$ cat src/rtl/mem_arbiter_pkg.sv
// Shared types for mem_arbiter: FSM states, grant sources and bus widths.
// Imported by the top; no build macros affect this file.
package mem_arbiter_pkg;

    localparam int ADDR_W = 16;
    localparam int DATA_W = 16;

    typedef enum logic [2:0] {
        IDLE,
        WR_ACK,
        RD_ISSUE,
        RD_WAIT,
        RD_ACK
    } arb_state_t;

    typedef enum logic [1:0] {
        DBG,
        DWR,
        DRD,
        IRD
    } grant_src_t;

    function automatic logic src_is_write(input grant_src_t s);
        return (s == DBG) || (s == DWR);
    endfunction

endpackage

$ cat src/rtl/mem_arbiter.sv
// Single-port memory arbiter for CPU instruction/data ports plus a debug write buffer.
// Define MEM_ARB_RR_EN to alternate grants between the data and instruction ports.
module mem_arbiter
    import mem_arbiter_pkg::*;
(
    input  logic              clk,
    input  logic              reset,
    input  logic [ADDR_W-1:0] ins_rd_addr,
    input  logic              ins_rd_req,
    output logic              ins_rd_rdy,
    output logic [DATA_W-1:0] ins_rd_data,
    input  logic [ADDR_W-1:0] dat_rw_addr,
    input  logic              dat_rd_req,
    output logic              dat_rd_rdy,
    output logic [DATA_W-1:0] dat_rd_data,
    input  logic              dat_wr_req,
    input  logic [DATA_W-1:0] dat_wr_data,
    output logic              dat_wr_rdy,
    input  logic              dbg_we,
    input  logic [ADDR_W-1:0] dbg_waddr,
    input  logic [DATA_W-1:0] dbg_wdata,
    output logic              dbg_ovf,
    output logic [ADDR_W-1:0] mem_addr,
    output logic [DATA_W-1:0] mem_wdata,
    output logic              mem_re,
    output logic              mem_we,
    input  logic [DATA_W-1:0] mem_rdata
);

    arb_state_t        r_state;
    arb_state_t        w_state_nxt;
    grant_src_t        r_src;
    grant_src_t        w_src;
    logic              w_grant;
    logic              w_dbg_grant;
    logic              w_dat_first;

    logic              r_dbg_vld;
    logic              r_dbg_ovf;
    logic [ADDR_W-1:0] r_dbg_addr;
    logic [DATA_W-1:0] r_dbg_data;

    logic              r_mem_re;
    logic              r_mem_we;
    logic [ADDR_W-1:0] r_mem_addr;
    logic [DATA_W-1:0] r_mem_wdata;
    logic              r_ins_rdy;
    logic              r_drd_rdy;
    logic              r_dwr_rdy;
    logic [DATA_W-1:0] r_ins_data;
    logic [DATA_W-1:0] r_drd_data;

`ifdef MEM_ARB_RR_EN
    logic              r_last_ins;

    // Data side goes first unless the instruction port is waiting and data won last time.
    assign w_dat_first = !(ins_rd_req && !r_last_ins);

    always_ff @(posedge clk or posedge reset) begin
        if (reset)
            r_last_ins <= 1'b1;
        else if (w_grant && (w_src != DBG))
            r_last_ins <= (w_src == IRD);
    end
`else
    assign w_dat_first = 1'b1;
`endif

    assign w_dbg_grant = w_grant && (w_src == DBG);

    always_ff @(posedge clk or posedge reset) begin
        if (reset)
            r_state <= IDLE;
        else
            r_state <= w_state_nxt;
    end

    always_comb begin
        w_grant     = 1'b0;
        w_src       = IRD;
        w_state_nxt = r_state;
        case (r_state)
            IDLE: begin
                if (r_dbg_vld) begin
                    w_grant = 1'b1;
                    w_src   = DBG;
                end else if (dat_wr_req && w_dat_first) begin
                    w_grant = 1'b1;
                    w_src   = DWR;
                end else if (dat_rd_req && w_dat_first) begin
                    w_grant = 1'b1;
                    w_src   = DRD;
                end else if (ins_rd_req) begin
                    w_grant = 1'b1;
                    w_src   = IRD;
                end
                if (w_grant)
                    w_state_nxt = src_is_write(w_src) ? WR_ACK : RD_ISSUE;
            end
            WR_ACK:   w_state_nxt = IDLE;
            RD_ISSUE: w_state_nxt = RD_WAIT;
            RD_WAIT:  w_state_nxt = RD_ACK;
            RD_ACK:   w_state_nxt = IDLE;
            default:  w_state_nxt = IDLE;
        endcase
    end

    // A new strobe always wins the buffer; a refill on the draining edge is not an overflow.
    always_ff @(posedge clk or posedge reset) begin
        if (reset) begin
            r_dbg_vld <= 1'b0;
            r_dbg_ovf <= 1'b0;
        end else begin
            if (dbg_we && r_dbg_vld && !w_dbg_grant)
                r_dbg_ovf <= 1'b1;
            if (dbg_we)
                r_dbg_vld <= 1'b1;
            else if (w_dbg_grant)
                r_dbg_vld <= 1'b0;
        end
    end

    always_ff @(posedge clk) begin
        if (dbg_we) begin
            r_dbg_addr <= dbg_waddr;
            r_dbg_data <= dbg_wdata;
        end
    end

    always_ff @(posedge clk or posedge reset) begin
        if (reset) begin
            r_src       <= IRD;
            r_mem_re    <= 1'b0;
            r_mem_we    <= 1'b0;
            r_mem_addr  <= '0;
            r_mem_wdata <= '0;
            r_ins_rdy   <= 1'b0;
            r_drd_rdy   <= 1'b0;
            r_dwr_rdy   <= 1'b0;
            r_ins_data  <= '0;
            r_drd_data  <= '0;
        end else begin
            r_mem_re  <= 1'b0;
            r_mem_we  <= 1'b0;
            r_ins_rdy <= 1'b0;
            r_drd_rdy <= 1'b0;
            r_dwr_rdy <= 1'b0;
            if (w_grant) begin
                r_src <= w_src;
                case (w_src)
                    DBG: begin
                        r_mem_addr  <= r_dbg_addr;
                        r_mem_wdata <= r_dbg_data;
                        r_mem_we    <= 1'b1;
                    end
                    DWR: begin
                        r_mem_addr  <= dat_rw_addr;
                        r_mem_wdata <= dat_wr_data;
                        r_mem_we    <= 1'b1;
                        r_dwr_rdy   <= 1'b1;
                    end
                    DRD: begin
                        r_mem_addr <= dat_rw_addr;
                        r_mem_re   <= 1'b1;
                    end
                    default: begin
                        r_mem_addr <= ins_rd_addr;
                        r_mem_re   <= 1'b1;
                    end
                endcase
            end
            // Memory returns data during RD_WAIT; hand it to whichever port was granted.
            if (r_state == RD_WAIT) begin
                if (r_src == IRD) begin
                    r_ins_data <= mem_rdata;
                    r_ins_rdy  <= 1'b1;
                end else begin
                    r_drd_data <= mem_rdata;
                    r_drd_rdy  <= 1'b1;
                end
            end
        end
    end

    assign ins_rd_rdy  = r_ins_rdy;
    assign ins_rd_data = r_ins_data;
    assign dat_rd_rdy  = r_drd_rdy;
    assign dat_rd_data = r_drd_data;
    assign dat_wr_rdy  = r_dwr_rdy;
    assign dbg_ovf     = r_dbg_ovf;
    assign mem_addr    = r_mem_addr;
    assign mem_wdata   = r_mem_wdata;
    assign mem_re      = r_mem_re;
    assign mem_we      = r_mem_we;

endmodule

$ cat config.mk
export PLATFORM = sky130hd
export DESIGN_NAME = mem_arbiter
export DESIGN_NICKNAME = d
export VERILOG_FILES = /design/src/rtl/mem_arbiter_pkg.sv /design/src/rtl/mem_arbiter.sv
export SDC_FILE = /design/constraint.sdc
export NUM_CORES = 1
export LEC_CHECK = 0
export BUFFER_PORTS_ARGS = -buffer_cell sky130_fd_sc_hd__clkbuf_2
export CORE_UTILIZATION = 40
export DETAILED_ROUTE_END_ITERATION = 10
export PLACE_DENSITY = 0.68
export SLEW_MARGIN = 10
export SYNTH_ARGS = -nofsm -noshare
export SYNTH_HDL_FRONTEND = slang
export SYNTH_SLANG_ARGS = --single-unit
export TNS_END_PERCENT = 20
$ cat constraint.sdc
create_clock -name clk -period 5.9 [get_ports clk]
set_clock_uncertainty 0.05 [all_clocks]
set_input_delay 1.77 -clock clk [delete_from_list [all_inputs] [get_ports clk]]
set_output_delay 1.77 -clock clk [all_outputs]
set_load 0.03 [all_outputs]
# Word level (Yosys, flattened, before mapping)
# Index checks and enable logic that the tools add are counted.
dict set report classes {
  eq_ne 7
  muxes 28
  n_bitwise 1
  reduce_logical 15
}
# cell n
set ops {}
lappend ops {{one-hot mux 16 bit (2 select lines)} 2}
lappend ops {{two-way mux 1 bit} 19}
lappend ops {{two-way mux 2 bit} 5}
lappend ops {{one-hot mux 3 bit (3 select lines)} 1}
lappend ops {{equality test 3 x 2 -> 1 bit, second input constant} 2}
lappend ops {{AND reduction 2 bit} 3}
lappend ops {{equality test 2 x 1 -> 1 bit, second input constant} 2}
lappend ops {{equality test 2 bit, second input constant} 2}
lappend ops {{zero test 2 bit} 2}
lappend ops {{nonzero test 2 bit} 2}
lappend ops {{OR reduction 2 bit} 2}
lappend ops {{logical AND 1 bit} 3}
lappend ops {{zero test 3 bit} 1}
lappend ops {{two-way mux 3 bit} 1}
lappend ops {{inequality test 2 x 1 -> 1 bit, second input constant} 1}
lappend ops {{zero test 1 bit} 1}
lappend ops {{logical OR 1 bit} 1}
lappend ops {{NOT 1 bit} 1}
dict set report word_totals {
  ff_bits 108
  input_bits 102
  output_inout_bits 70
  elab_cells 66
}

# Longest topological paths before layout
# Gate-level depths: netlist (run 1).
dict set report depth {
  word_depth 9
  mapped_depth 9
  depth_no_buf 7
}

# Least setup slack after synthesis (run 1)
# OpenSTA, ideal clock, no wires.
dict set report synth_timing {
  path_kind {input-to-reg}
  startpoint {in dat_wr_req}
  endpoint {reg r_mem_wdata[0], in the netlist mem_wdata[0]}
  setup_ns 0.125
  arrival_ns 3.519
  required_time_ns 5.725
  slack_ns 2.206
  stages 9
  cell_sequence {inv_1 a21oi_1 nand2b_1 ha_1 clkbuf_1 nor2_1 nor3_4 buf_12 mux2_4}
}
dict set report synth_via {
  elab_chain_cells 7
}
# element line_no
set synth_lines {}
lappend synth_lines {{start: declaration} mem_arbiter.sv:16} ;# input logic dat_wr_req,
lappend synth_lines {{two-way mux 2 bit (*)} mem_arbiter.sv:87} ;# end else if (dat_wr_req && w_dat_first) begin
lappend synth_lines {{two-way mux 2 bit (*)} mem_arbiter.sv:84} ;# if (r_dbg_vld) begin
lappend synth_lines {{two-way mux 2 bit (*) (2 in series)} mem_arbiter.sv:82} ;# case (r_state)
lappend synth_lines {{via w_src[0]} mem_arbiter.sv:33} ;# grant_src_t w_src;
lappend synth_lines {{equality test 2 x 1 -> 1 bit / zero test 2 bit (equally long branches)} mem_arbiter.sv:150} ;# case (w_src)
lappend synth_lines {{nonzero test 2 bit (no line)} n/a}
lappend synth_lines {{AND reduction 2 bit (no line)} n/a}
lappend synth_lines {{end signal: assignment} mem_arbiter.sv:153} ;# r_mem_wdata <= r_dbg_data;
lappend synth_lines {{end signal: assignment} mem_arbiter.sv:158} ;# r_mem_wdata <= dat_wr_data;
lappend synth_lines {{end: declaration} mem_arbiter.sv:46} ;# logic [DATA_W-1:0] r_mem_wdata;
# The timed path passes the listed nets; every way through them passes the cells marked *. The select of a mux whose other input is x is not followed.
# A chain may end at the register's enable or synchronous reset.

# Final worst setup path (run 1)
dict set report layout_timing {
  startpoint {in dat_wr_req}
  endpoint {reg r_mem_wdata[10], in the netlist mem_wdata[10]}
}
dict set report layout_via {
  elab_chain_cells 7
}
# element line_no
set layout_lines {}
lappend layout_lines {{two-way mux 2 bit} mem_arbiter.sv:87}
lappend layout_lines {{two-way mux 2 bit} mem_arbiter.sv:84}
lappend layout_lines {{two-way mux 2 bit (2 in series)} mem_arbiter.sv:82}
lappend layout_lines {{equality test 2 x 1 -> 1 bit / zero test 2 bit (equally long branches)} mem_arbiter.sv:150}
lappend layout_lines {{nonzero test 2 bit (no line)} n/a}
lappend layout_lines {{AND reduction 2 bit (no line)} n/a}
# Parallel ways exist; a longest one is shown, timed or not. The select of a mux whose other input is x is not followed.

==> results by group, run 1 <==
Drt
  • Vias: 2854
  • WL/cell: 15.17 µm
  • First-pass iteration count of the detailed router: 4
  • Vias/cell: 4.789
  • Post-Route WL: 9039 µm
  • Antenna-violating nets left: 0
  • DRT iter0 DRCs: 168
  • DR DRC count: 0

CTS
  • Htree depth: 3
  • CTS Root Cell: clkbuf_8
  • Clock Sinks: 108
  • Total CTS buffers: 9
  • Hold buffer count at CTS: 0
  • Post-CTS Setup Bufs: 0
  • CTS tree: done
  • Reg clk slew, reported paths: 0.10 ns
  • Clock Latency Late Sink: 0.36 ns
  • Max clock buf depth: 2
  • Post-cts sizing count: 0

Layout
  • Layout cells sized above 1: 0.6043
  • Layout Nets: 560
  • Diodes inserted: 0
  • Most frequent cells in the layout: 171 x clkbuf_2, 74 x dfrtp_1, 72 x mux2_2, 32 x edfxtp_1, 18 x nand2_1
  • Syn-to-layout area delta: 27.00%
  • Layout Utilization: 0.5328
  • Most common cell after layout, fill and taps aside: clkbuf_2
  • Fill count: 939

STA
  • Final setup fails: 0
  • Fin crit share: 0.7028
  • Fmax: 241.2 MHz
  • Worst Max-Slew Pin Slew: 0.9644 ns
  • Max-slew violation count: 0
  • Worst slew margin: 0.3571
  • Fin. Hold Viols: 0
  • Setup TNS: 0 ns
  • Worst hold margin: 0.4385 ns
  • Unrepaired setup endpoints after global routing: no
  • Post-layout min period: 4.146 ns

GRT
  • First-pass GRT wire length: 14140 µm
  • Total gr overflow: 0
  • Vias in the first global route: 2881
  • GRT Util Overall: 0.1627
  • Largest net degree at the start of global routing: 77
  • Initial antenna violation count: 0

Synth
  • Post-synthesis net count: 391
  • Yosys top cell area share: 0.4219
  • Top FF cell, synth: dfrtp_1
  • Asr flop ratio synth: 0.7037
  • Yosys reg bits: 108
  • Top post-synthesis cells by area: dfrtp_1 42%, edfxtp_1 22%, mux2_2 18%
  • Synth unique cells: 31
  • Mapped Cells: 286
  • Syn_area_per_cell: 15.35 µm²
  • Number of flops mapped to enable cells by yosys: 32
  • Largest area contributor in the netlist: dfrtp_1
  • Synth warn: 0
  • Cell Area, Synth: 0.004389 mm²
  • Seq/Total Area, Yosys: 0.6528

Power
  • Total design power: 3192 µW
  • Power density over the cells: 572.6 mW/mm²
  • P_leak: 0.002673 µW
  • Worst vdd ir: 0.0002296 V

Worst setup path
  • Critical path startpoint category: primary input
  • Worst EP required: 6.10 ns
  • Cells on worst reg2reg path: 6
  • Reg-to-Reg End: mem_wdata[10]$_DFFE_PP0P_
  • Register-to-Register Setup Slack: 2.37 ns
  • CP Class: in2reg
  • Crit path launch: dat_wr_req
  • CP max FO: 19
  • Crit path arrival time: 4.35 ns
  • Critical R2R Launch: r_state[2]$_DFFE_PP0P_
  • Setup crit end kind: flop

Run
  • Max-cap violations: 0

Run status
  • Status: finished, final reports clean

Hold path
  • Worst Hold Depth: 1
  • Hold EP: dbg_ovf$_DFFE_PP0P_
  • Worst hold path type: reg2reg
  • Hold Startpoint: dbg_ovf$_DFFE_PP0P_

Die
  • I/O Pins: 172
  • DIE AREA: 0.01140 mm²
  • Die width: 106.8 µm
  • Core Region: 0.01046 mm²
  • Die height: 106.8 µm
  • Initial Util: 0.4195
  • Cell Rows: 37

Place
  • Port-buffer cells: 171
  • RD Place Congestion: 0.7441
  • HPWL after detailed placement: 6259 µm
[per-layer routing]
metal	part of all wire	GRT usage
met2	0.46	0.2521
met3	0.062	0.03465
met1	0.46	0.2211
met4	0.016	0.07045
met5	0	0
[worst max-delay path by stage]
stage | slack, ns | depth (start not counted) | endpoint
detailed placement | 1.33 | 7 | mem_wdata[10]$_DFFE_PP0P_
global route | 1.57 | 7 | mem_wdata[10]$_DFFE_PP0P_
global placement | 1.42 | 7 | mem_wdata[10]$_DFFE_PP0P_
finish | 1.75 | 7 | mem_wdata[10]$_DFFE_PP0P_
floorplan | 2.14 | 1 | dat_rd_data[0]$_DFFE_PP0P_
CTS | 1.72 | 7 | mem_wdata[10]$_DFFE_PP0P_
[critical path, cell delays in order]
cell and delay [ns]:
clkbuf_2 0.14, nor2_1 0.07, nor2_1 0.24, ha_1 0.71
nor2_1 0.18, nor3_4 0.81, mux2_2 0.42
[synthesized netlist by cell type (2+ instances only)]
library cell / n
dfrtp_1: 74
mux2_2: 72
edfxtp_1: 32
nand2_1: 18
a22oi_1: 16
o21ai_0: 16
mux2_4: 9
clkbuf_1: 8
nor2_1: 5
inv_1: 4
nor3_1: 4
a21oi_1: 3
buf_2: 3
ha_1: 3
dfstp_2: 2
or2_2: 2
[cell families (layout without fill, tap and decap cells)]
group / Yosys count / after routing / synth area share
adders and majority gates: 3 / 3 / 0.008553
AOI/OAI and AO/OA: 37 / 37 / 0.05245
and+or+nand+nor: 38 / 38 / 0.04733
DFF: 108 / 108 / 0.6528
buffers and inverters: 19 / 193 / 0.02337
muxes: 81 / 81 / 0.2155
[flip-flops by register name, summed over array words and instances, names as in the netlist]
register / flops
dat_rd_data: 16
ins_rd_data: 16
mem_addr: 16
mem_wdata: 16
r_dbg_addr: 16
r_dbg_data: 16
r_state: 3
r_src: 2
dat_rd_rdy: 1
dat_wr_rdy: 1
dbg_ovf: 1
ins_rd_rdy: 1
mem_re: 1
mem_we: 1
r_dbg_vld: 1
[metrics by stage]
stage	instances	setup slack, ns	instance area [µm²]
floorplan	286	2.145	4389
global placement	580	1.418	5344
detailed placement	580	1.332	5344
CTS	596	1.719	5574
global route	596	1.575	5574
finish	596	1.754	5574
[report_power, final]
group	switching [µW]	internal [µW]
clock network	252	234
registers	118	1010
logic	920	658
[area by class of cell]
type                            instances  area (µm²)  area share
Tap cell                              136       170.2     0.03053
Timing Repair Buffer                  173       870.8      0.1562
Clock buffer                           12       198.9     0.03569
Sequential cell                       108        2865      0.5140
Clock inverter                          4       31.28    0.005612
Multi-Input combinational cell        159        1421      0.2550
Inverter                                4       16.27    0.002918
No activity file was read; power rests on OpenSTA's default activity.
==> run 2: changes to the inputs <==
--- a/config.mk
+++ b/config.mk
@@ -8,7 +8,7 @@
 export BUFFER_PORTS_ARGS = -buffer_cell sky130_fd_sc_hd__clkbuf_2
 export CORE_UTILIZATION = 40
 export DETAILED_ROUTE_END_ITERATION = 10
-export PLACE_DENSITY = 0.68
+export PLACE_DENSITY = 0.7
 export SLEW_MARGIN = 10
 export SYNTH_ARGS = -nofsm -noshare
 export SYNTH_HDL_FRONTEND = slang
==> constraint.sdc (replaced) <==
create_clock -name clk -period 3.7 [get_ports clk]
set_clock_uncertainty 0.05 [all_clocks]
set_input_delay 1.11 -clock clk [delete_from_list [all_inputs] [get_ports clk]]
set_output_delay 1.11 -clock clk [all_outputs]
set_load 0.03 [all_outputs]
==> results by group, run 2 (synthesis gave the netlist of run 1 again) <==
Drt
  • Vias: 2917 (+2.2%)
  • WL/cell: 15.43 µm (+1.7%)
  • First-pass iteration count of the detailed router: 4 (unchanged)
  • Antenna-violating nets left: 0 (unchanged)
  • Vias/cell: 4.862 (+1.5%)
  • DRT iter0 DRCs: 151 (-10%)
  • Post-Route WL: 9258 µm (+2.4%)
  • DR DRC count: 0 (unchanged)

STA
  • Worst hold margin: 0.4153 ns (-0.02328 ns)
  • Fin crit share: 0.6912
  • Worst slew margin: 0.4021 (+0.04503)
  • Fmax: 391.0 MHz
  • Final setup fails: 0 (unchanged)
  • Fin. Hold Viols: 0 (unchanged)
  • Setup TNS: 0 ns (unchanged)
  • Post-layout min period: 2.557 ns
  • Max-slew violation count: 0 (unchanged)
  • Worst Max-Slew Pin Slew: 0.8969 ns (-0.06754 ns)
  • Unrepaired setup endpoints after global routing: no

Die
  • Core Region: 0.01046 mm² (unchanged)
  • Die width: 106.8 µm (unchanged)
  • DIE AREA: 0.01140 mm² (unchanged)
  • I/O Pins: 172 (unchanged)
  • Cell Rows: 37 (unchanged)
  • Initial Util: 0.4195 (unchanged)
  • Die height: 106.8 µm (unchanged)

Layout
  • Most frequent cells in the layout: 171 x clkbuf_2, 74 x dfrtp_1, 72 x mux2_2, 32 x edfxtp_1, 18 x nand2_1
  • Fill count: 903 (-3.8%)
  • Diodes inserted: 0 (unchanged)
  • Syn-to-layout area delta: 26.91% (about the same)
  • Layout Nets: 564 (+0.71%)
  • Storage cell area: 0.002865 mm² (unchanged)
  • Fin area: 0.005570 mm² (about the same)
  • Multi-input logic area: 0.001421 mm² (unchanged)
  • Most common cell after layout, fill and taps aside: clkbuf_2
  • Layout cells sized above 1: 0.6034 (-0.0008996)
  • Layout Utilization: 0.5324 (about the same)

Worst setup path
  • Crit path launch: dat_wr_req
  • Worst setup endpoint: mem_addr[2]$_DFFE_PP0N_
  • Critical path startpoint category: primary input
  • Setup crit end kind: flop
  • CP max FO: 16 (-3)
  • Register-to-Register Setup Slack: 1.15 ns (-1.22 ns)
  • Worst EP required: 3.90 ns (-2.20 ns)
  • Cells on worst reg2reg path: 6 (unchanged)
  • Critical R2R Launch: r_state[2]$_DFFE_PP0P_
  • Crit path arrival time: 2.76 ns (-1.59 ns)
  • Reg-to-Reg End: mem_addr[2]$_DFFE_PP0N_
  • CP Class: in2reg

CTS
  • Hold buffer count at CTS: 0 (unchanged)
  • Reg clk slew, reported paths: 0.10 ns (about the same)
  • CTS Root Cell: clkbuf_8
  • Htree depth: 3 (unchanged)
  • Max clock buf depth: 2 (unchanged)
  • Total CTS buffers: 9 (unchanged)
  • Clock Sinks: 108 (unchanged)
  • Post-CTS Setup Bufs: 0 (unchanged)
  • Post-cts sizing count: 0 (unchanged)
  • CTS tree: done
  • Clock Latency Late Sink: 0.36 ns (about the same)

GRT
  • First-pass GRT wire length: 14860 µm (+5.1%)
  • Initial antenna violation count: 0 (unchanged)
  • Layer with the highest usage: met2
  • Largest net degree at the start of global routing: 35 (-55%)
  • Vias in the first global route: 2977 (+3.3%)
  • Total gr overflow: 0 (unchanged)
  • Met3 usage: 0.02857 (-0.006079)
  • GRT Util Overall: 0.1688 (+0.006106)
  • GR Layer Usage met1: 0.2280 (+0.006836)
  • Met2 usage: 0.2700 (+0.01797)

Power
  • Power density over the cells: 909.5 mW/mm² (+59%)
  • Total design power: 5066 µW (+59%)
  • Worst vdd ir: 0.0003765 V (+64%)
  • P_leak: 0.002675 µW (about the same)

Place
  • HPWL after detailed placement: 6687 µm (+6.8%)
  • Port-buffer cells: 171 (unchanged)
  • RD Place Congestion: 0.7417 (-0.32%)
  • Cell Area, Placed: 0.005374 mm² (+0.56%)

Run
  • Max-cap violations: 0 (unchanged)

Hold path
  • Worst hold path type: reg2reg

Run status
  • Status: finished, final reports clean
-- run 2: worst min path at each step --
| stage | from | to | slack, ns | depth (start not counted) |
|---|---|---|---|---|
| 6_report | dbg_ovf$_DFFE_PP0P_ | dbg_ovf$_DFFE_PP0P_ | 0.42 | 1 |
| 5_1_grt | dbg_ovf$_DFFE_PP0P_ | dbg_ovf$_DFFE_PP0P_ | 0.44 | 1 |
| 4_1_cts | dbg_ovf$_DFFE_PP0P_ | dbg_ovf$_DFFE_PP0P_ | 0.42 | 1 |
| 3_5_place_dp | dbg_ovf$_DFFE_PP0P_ | dbg_ovf$_DFFE_PP0P_ | 0.40 | 1 |
| 3_3_place_gp | dbg_ovf$_DFFE_PP0P_ | dbg_ovf$_DFFE_PP0P_ | 0.39 | 1 |
| 2_1_floorplan | r_state[0]$_DFFE_PP0P_ | r_state[1]$_DFFE_PP0P_ | 0.41 | 1 |
-- run 2: through the flow --
stage	std cells	setup slack, ns
4_1_cts	600	1.129
3_5_place_dp	584	0.7709
6_report	600	1.143
5_1_grt	600	0.9844
2_1_floorplan	286	0.6050
3_3_place_gp	584	0.7939
-- run 2: layout make-up --
class,instances,area share
inverters,4,0.002920
multi-input cells,159,0.2552
repair buffers,177,0.1617
well taps,136,0.03055
flip-flops and latches,108,0.5144
clock inverters,3,0.004717
clock buffers,13,0.03055
-- run 2: worst max-delay path: stages --
cell	delay (ns)
clkbuf_2	0.13
inv_1	0.05
a21oi_1	0.19
nor2_1	0.07
ha_1	0.56
a22oi_1	0.27
o21ai_0	0.10
mux2_2	0.27
-- run 2: power by group --
part	total [µW]	internal [µW]	switching [µW]
combinational	2560	1070	1500
sequential	1800	1610	189
clock	704	312	392
total	5070	2990	2080
-- run 2: layer usage --
layer | routed length [µm] | up-vias | share of wire
met5 | 0 | - | 0
met1 | 4172 | 1417 | 0.45
met3 | 465 | 12 | 0.050
li1 | - | 1383 | -
met2 | 4449 | 105 | 0.48
met4 | 170 | 0 | 0.018
==> run 3: changes to the inputs <==
--- a/config.mk
+++ b/config.mk
@@ -8,7 +8,7 @@
 export BUFFER_PORTS_ARGS = -buffer_cell sky130_fd_sc_hd__clkbuf_2
 export CORE_UTILIZATION = 40
 export DETAILED_ROUTE_END_ITERATION = 10
-export PLACE_DENSITY = 0.7
+export PLACE_DENSITY = 0.68
 export SLEW_MARGIN = 10
 export SYNTH_ARGS = -nofsm -noshare
 export SYNTH_HDL_FRONTEND = slang
==> constraint.sdc (replaced) <==
create_clock -name clk -period 2.4 [get_ports clk]
set_clock_uncertainty 0.05 [all_clocks]
set_input_delay 0.72 -clock clk [delete_from_list [all_inputs] [get_ports clk]]
set_output_delay 0.72 -clock clk [all_outputs]
set_load 0.03 [all_outputs]
==> results by group, run 3 (synthesis gave the netlist of run 1 again) <==
Run status
  • Status: finished, final reports clean

GRT
  • First-pass GRT wire length: 15360 µm (+3.4%)
  • Largest net degree at the start of global routing: 33 (-5.7%)
  • GRT Util Overall: 0.1772 (+0.008362)
  • Vias in the first global route: 3097 (+4.0%)
  • Initial antenna violation count: 0 (unchanged)
  • Total gr overflow: 0 (unchanged)

Drt
  • DR DRC count: 0 (unchanged)
  • Antenna-violating nets left: 0 (unchanged)
  • WL/cell: 15.79 µm (+2.3%)
  • First-pass iteration count of the detailed router: 4 (unchanged)
  • DRT iter0 DRCs: 187 (+24%)
  • Vias: 2943 (+0.89%)
  • Vias/cell: 4.840 (-0.44%)
  • Post-Route WL: 9600 µm (+3.7%)

Die
  • Die height: 106.8 µm (unchanged)
  • Initial Util: 0.4195 (unchanged)
  • Cell Rows: 37 (unchanged)
  • DIE AREA: 0.01140 mm² (unchanged)
  • I/O Pins: 172 (unchanged)
  • Core Region: 0.01046 mm² (unchanged)
  • Die width: 106.8 µm (unchanged)

Worst setup path
  • Setup crit end kind: flop
  • Reg-to-Reg End: mem_wdata[11]$_DFFE_PP0P_
  • Critical path cell sequence: or3_1, nor2_4, ha_2, nor2_1, nor3_4, buf_12, mux2_2
  • CP max FO: 17 (+1)
  • Critical path startpoint category: flop
  • CP max-delay cell: or3_1
  • Worst setup endpoint: mem_wdata[11]$_DFFE_PP0P_
  • Register-to-Register Setup Slack: 0.18 ns (-0.97 ns)
  • Critical R2R Launch: r_state[0]$_DFFE_PP0P_
  • CP Class: reg2reg
  • Critical path's top delay family: simple AND/OR/NAND/NOR gates
  • Max incr delay on CP: 0.46 ns (-0.10 ns)
  • Crit path launch: r_state[0]$_DFFE_PP0P_
  • Crit path arrival time: 2.43 ns (-0.33 ns)
  • Levels on crit path: 7 (-1)
  • Cells on worst reg2reg path: 7 (+1)
  • Critical path buffer and inverter count: 1 (-1)
  • Worst EP required: 2.61 ns (-1.29 ns)

Power
  • Worst vdd ir: 0.0007175 V (+91%)
  • P_leak: 0.002712 µW (+1.4%)
  • Power density over the cells: 1406 mW/mm² (+55%)

CTS
  • Htree depth: 3 (unchanged)
  • CTS tree: done
  • Reg clk slew, reported paths: 0.09 ns (about the same)
  • Max clock buf depth: 2 (unchanged)
  • CTS Root Cell: clkbuf_8
  • Total CTS buffers: 9 (unchanged)
  • Clock Sinks: 108 (unchanged)
  • Hold buffer count at CTS: 0 (unchanged)
  • Clock Latency Late Sink: 0.36 ns (about the same)

STA
  • Worst slew margin: 0.5943 (+0.1922)
  • Worst Max-Slew Pin Slew: 0.6071 ns (-0.2898 ns)
  • Fin crit share: 0.9268
  • Final setup fails: 0 (unchanged)
  • Fin. Hold Viols: 0 (unchanged)
  • Max-slew violation count: 0 (unchanged)
  • Post-layout min period: 2.224 ns
  • Min setup slack post-route: 0.1756 ns (-0.9670 ns)
  • Unrepaired setup endpoints after global routing: no
  • Setup TNS: 0 ns (unchanged)
  • Fmax: 449.6 MHz

Layout
  • Most common cell after layout, fill and taps aside: clkbuf_2
  • Diodes inserted: 0 (unchanged)
  • Most frequent cells in the layout: 171 x clkbuf_2, 74 x dfrtp_1, 72 x mux2_2, 32 x edfxtp_1, 18 x nand2_1
  • Layout cells sized above 1: 0.6186 (+0.01520)
  • Syn-to-layout area delta: 29.28%
  • Layout Nets: 572 (+1.4%)

Run
  • Max-cap violations: 0 (unchanged)

Hold path
  • Worst hold path type: in2async

Place
  • Place WS: 0.005803 ns (-0.7651 ns)
  • RD Place Congestion: 0.7672 (+3.4%)
  • HPWL after detailed placement: 6996 µm (+4.6%)
  • Port-buffer cells: 171 (unchanged)
-- run 3: changes by cell type in the layout (fill, tap and decap cells not counted), sizes merged --
cell / delta
clkinvlp: +2
clkinv: +3
inv: -2
buf: +8
clkbuf: -3
-- run 3: area by class of cell --
cell class,count,area [µm²]
Multi-Input combinational cell,159,1438
Fill cell,933,4788
Tap cell,136,170.2
Clock buffer,10,127.6
Timing Repair Buffer,185,1023
Clock inverter,6,31.28
Inverter,4,18.77
Sequential cell,108,2865
-- run 3: through the flow --
step / area [µm²] / hold slack (ns) / cells / utilization / power (µW)
floorplan: 4428 / 0.4102 / 286 / - / 5883
global placement: 5513 / 0.3950 / 592 / 0.5269 / 6988
detailed placement: 5513 / 0.4021 / 592 / 0.5269 / 7108
CTS: 5672 / 0.3592 / 608 / 0.5421 / 8070
global route: 5674 / 0.3890 / 608 / 0.5423 / 8491
finish: 5674 / 0.3539 / 608 / 0.5423 / 7977
-- run 3: what timing repair did --
item,4_1_cts,5_1_grt
resized for setup,0,1
buffers inserted,0,0
setup endpoints to repair,0,3
-- run 3: report_power, final --
part	switching [µW]	total, µW	leakage (µW)	internal (µW)
combinational	2380	4250	0.00137	1870
sequential	291	2770	0.00125	2480
clock	581	949	0.0000832	368
-- run 3: worst min-delay path by stage --
stage	startpoint	depth (start not counted)	endpoint
finish	reset	2	dat_rd_data[6]$_DFFE_PP0P_
CTS	reset	2	dat_rd_data[6]$_DFFE_PP0P_
global placement	dbg_ovf$_DFFE_PP0P_	1	dbg_ovf$_DFFE_PP0P_
detailed placement	dbg_ovf$_DFFE_PP0P_	1	dbg_ovf$_DFFE_PP0P_
global route	reset	2	dat_rd_data[4]$_DFFE_PP0P_
floorplan	r_state[0]$_DFFE_PP0P_	1	r_state[1]$_DFFE_PP0P_
-- run 3: routing by layer --
layer / up-vias / share of wire / wire, µm / GRT usage
met5: - / 0 / 0 / 0
met4: 0 / 0.021 / 204 / 0.08611
met3: 14 / 0.055 / 530 / 0.03161
met2: 108 / 0.48 / 4635 / 0.2848
met1: 1429 / 0.44 / 4229 / 0.2320
li1: 1392 / - / - / -
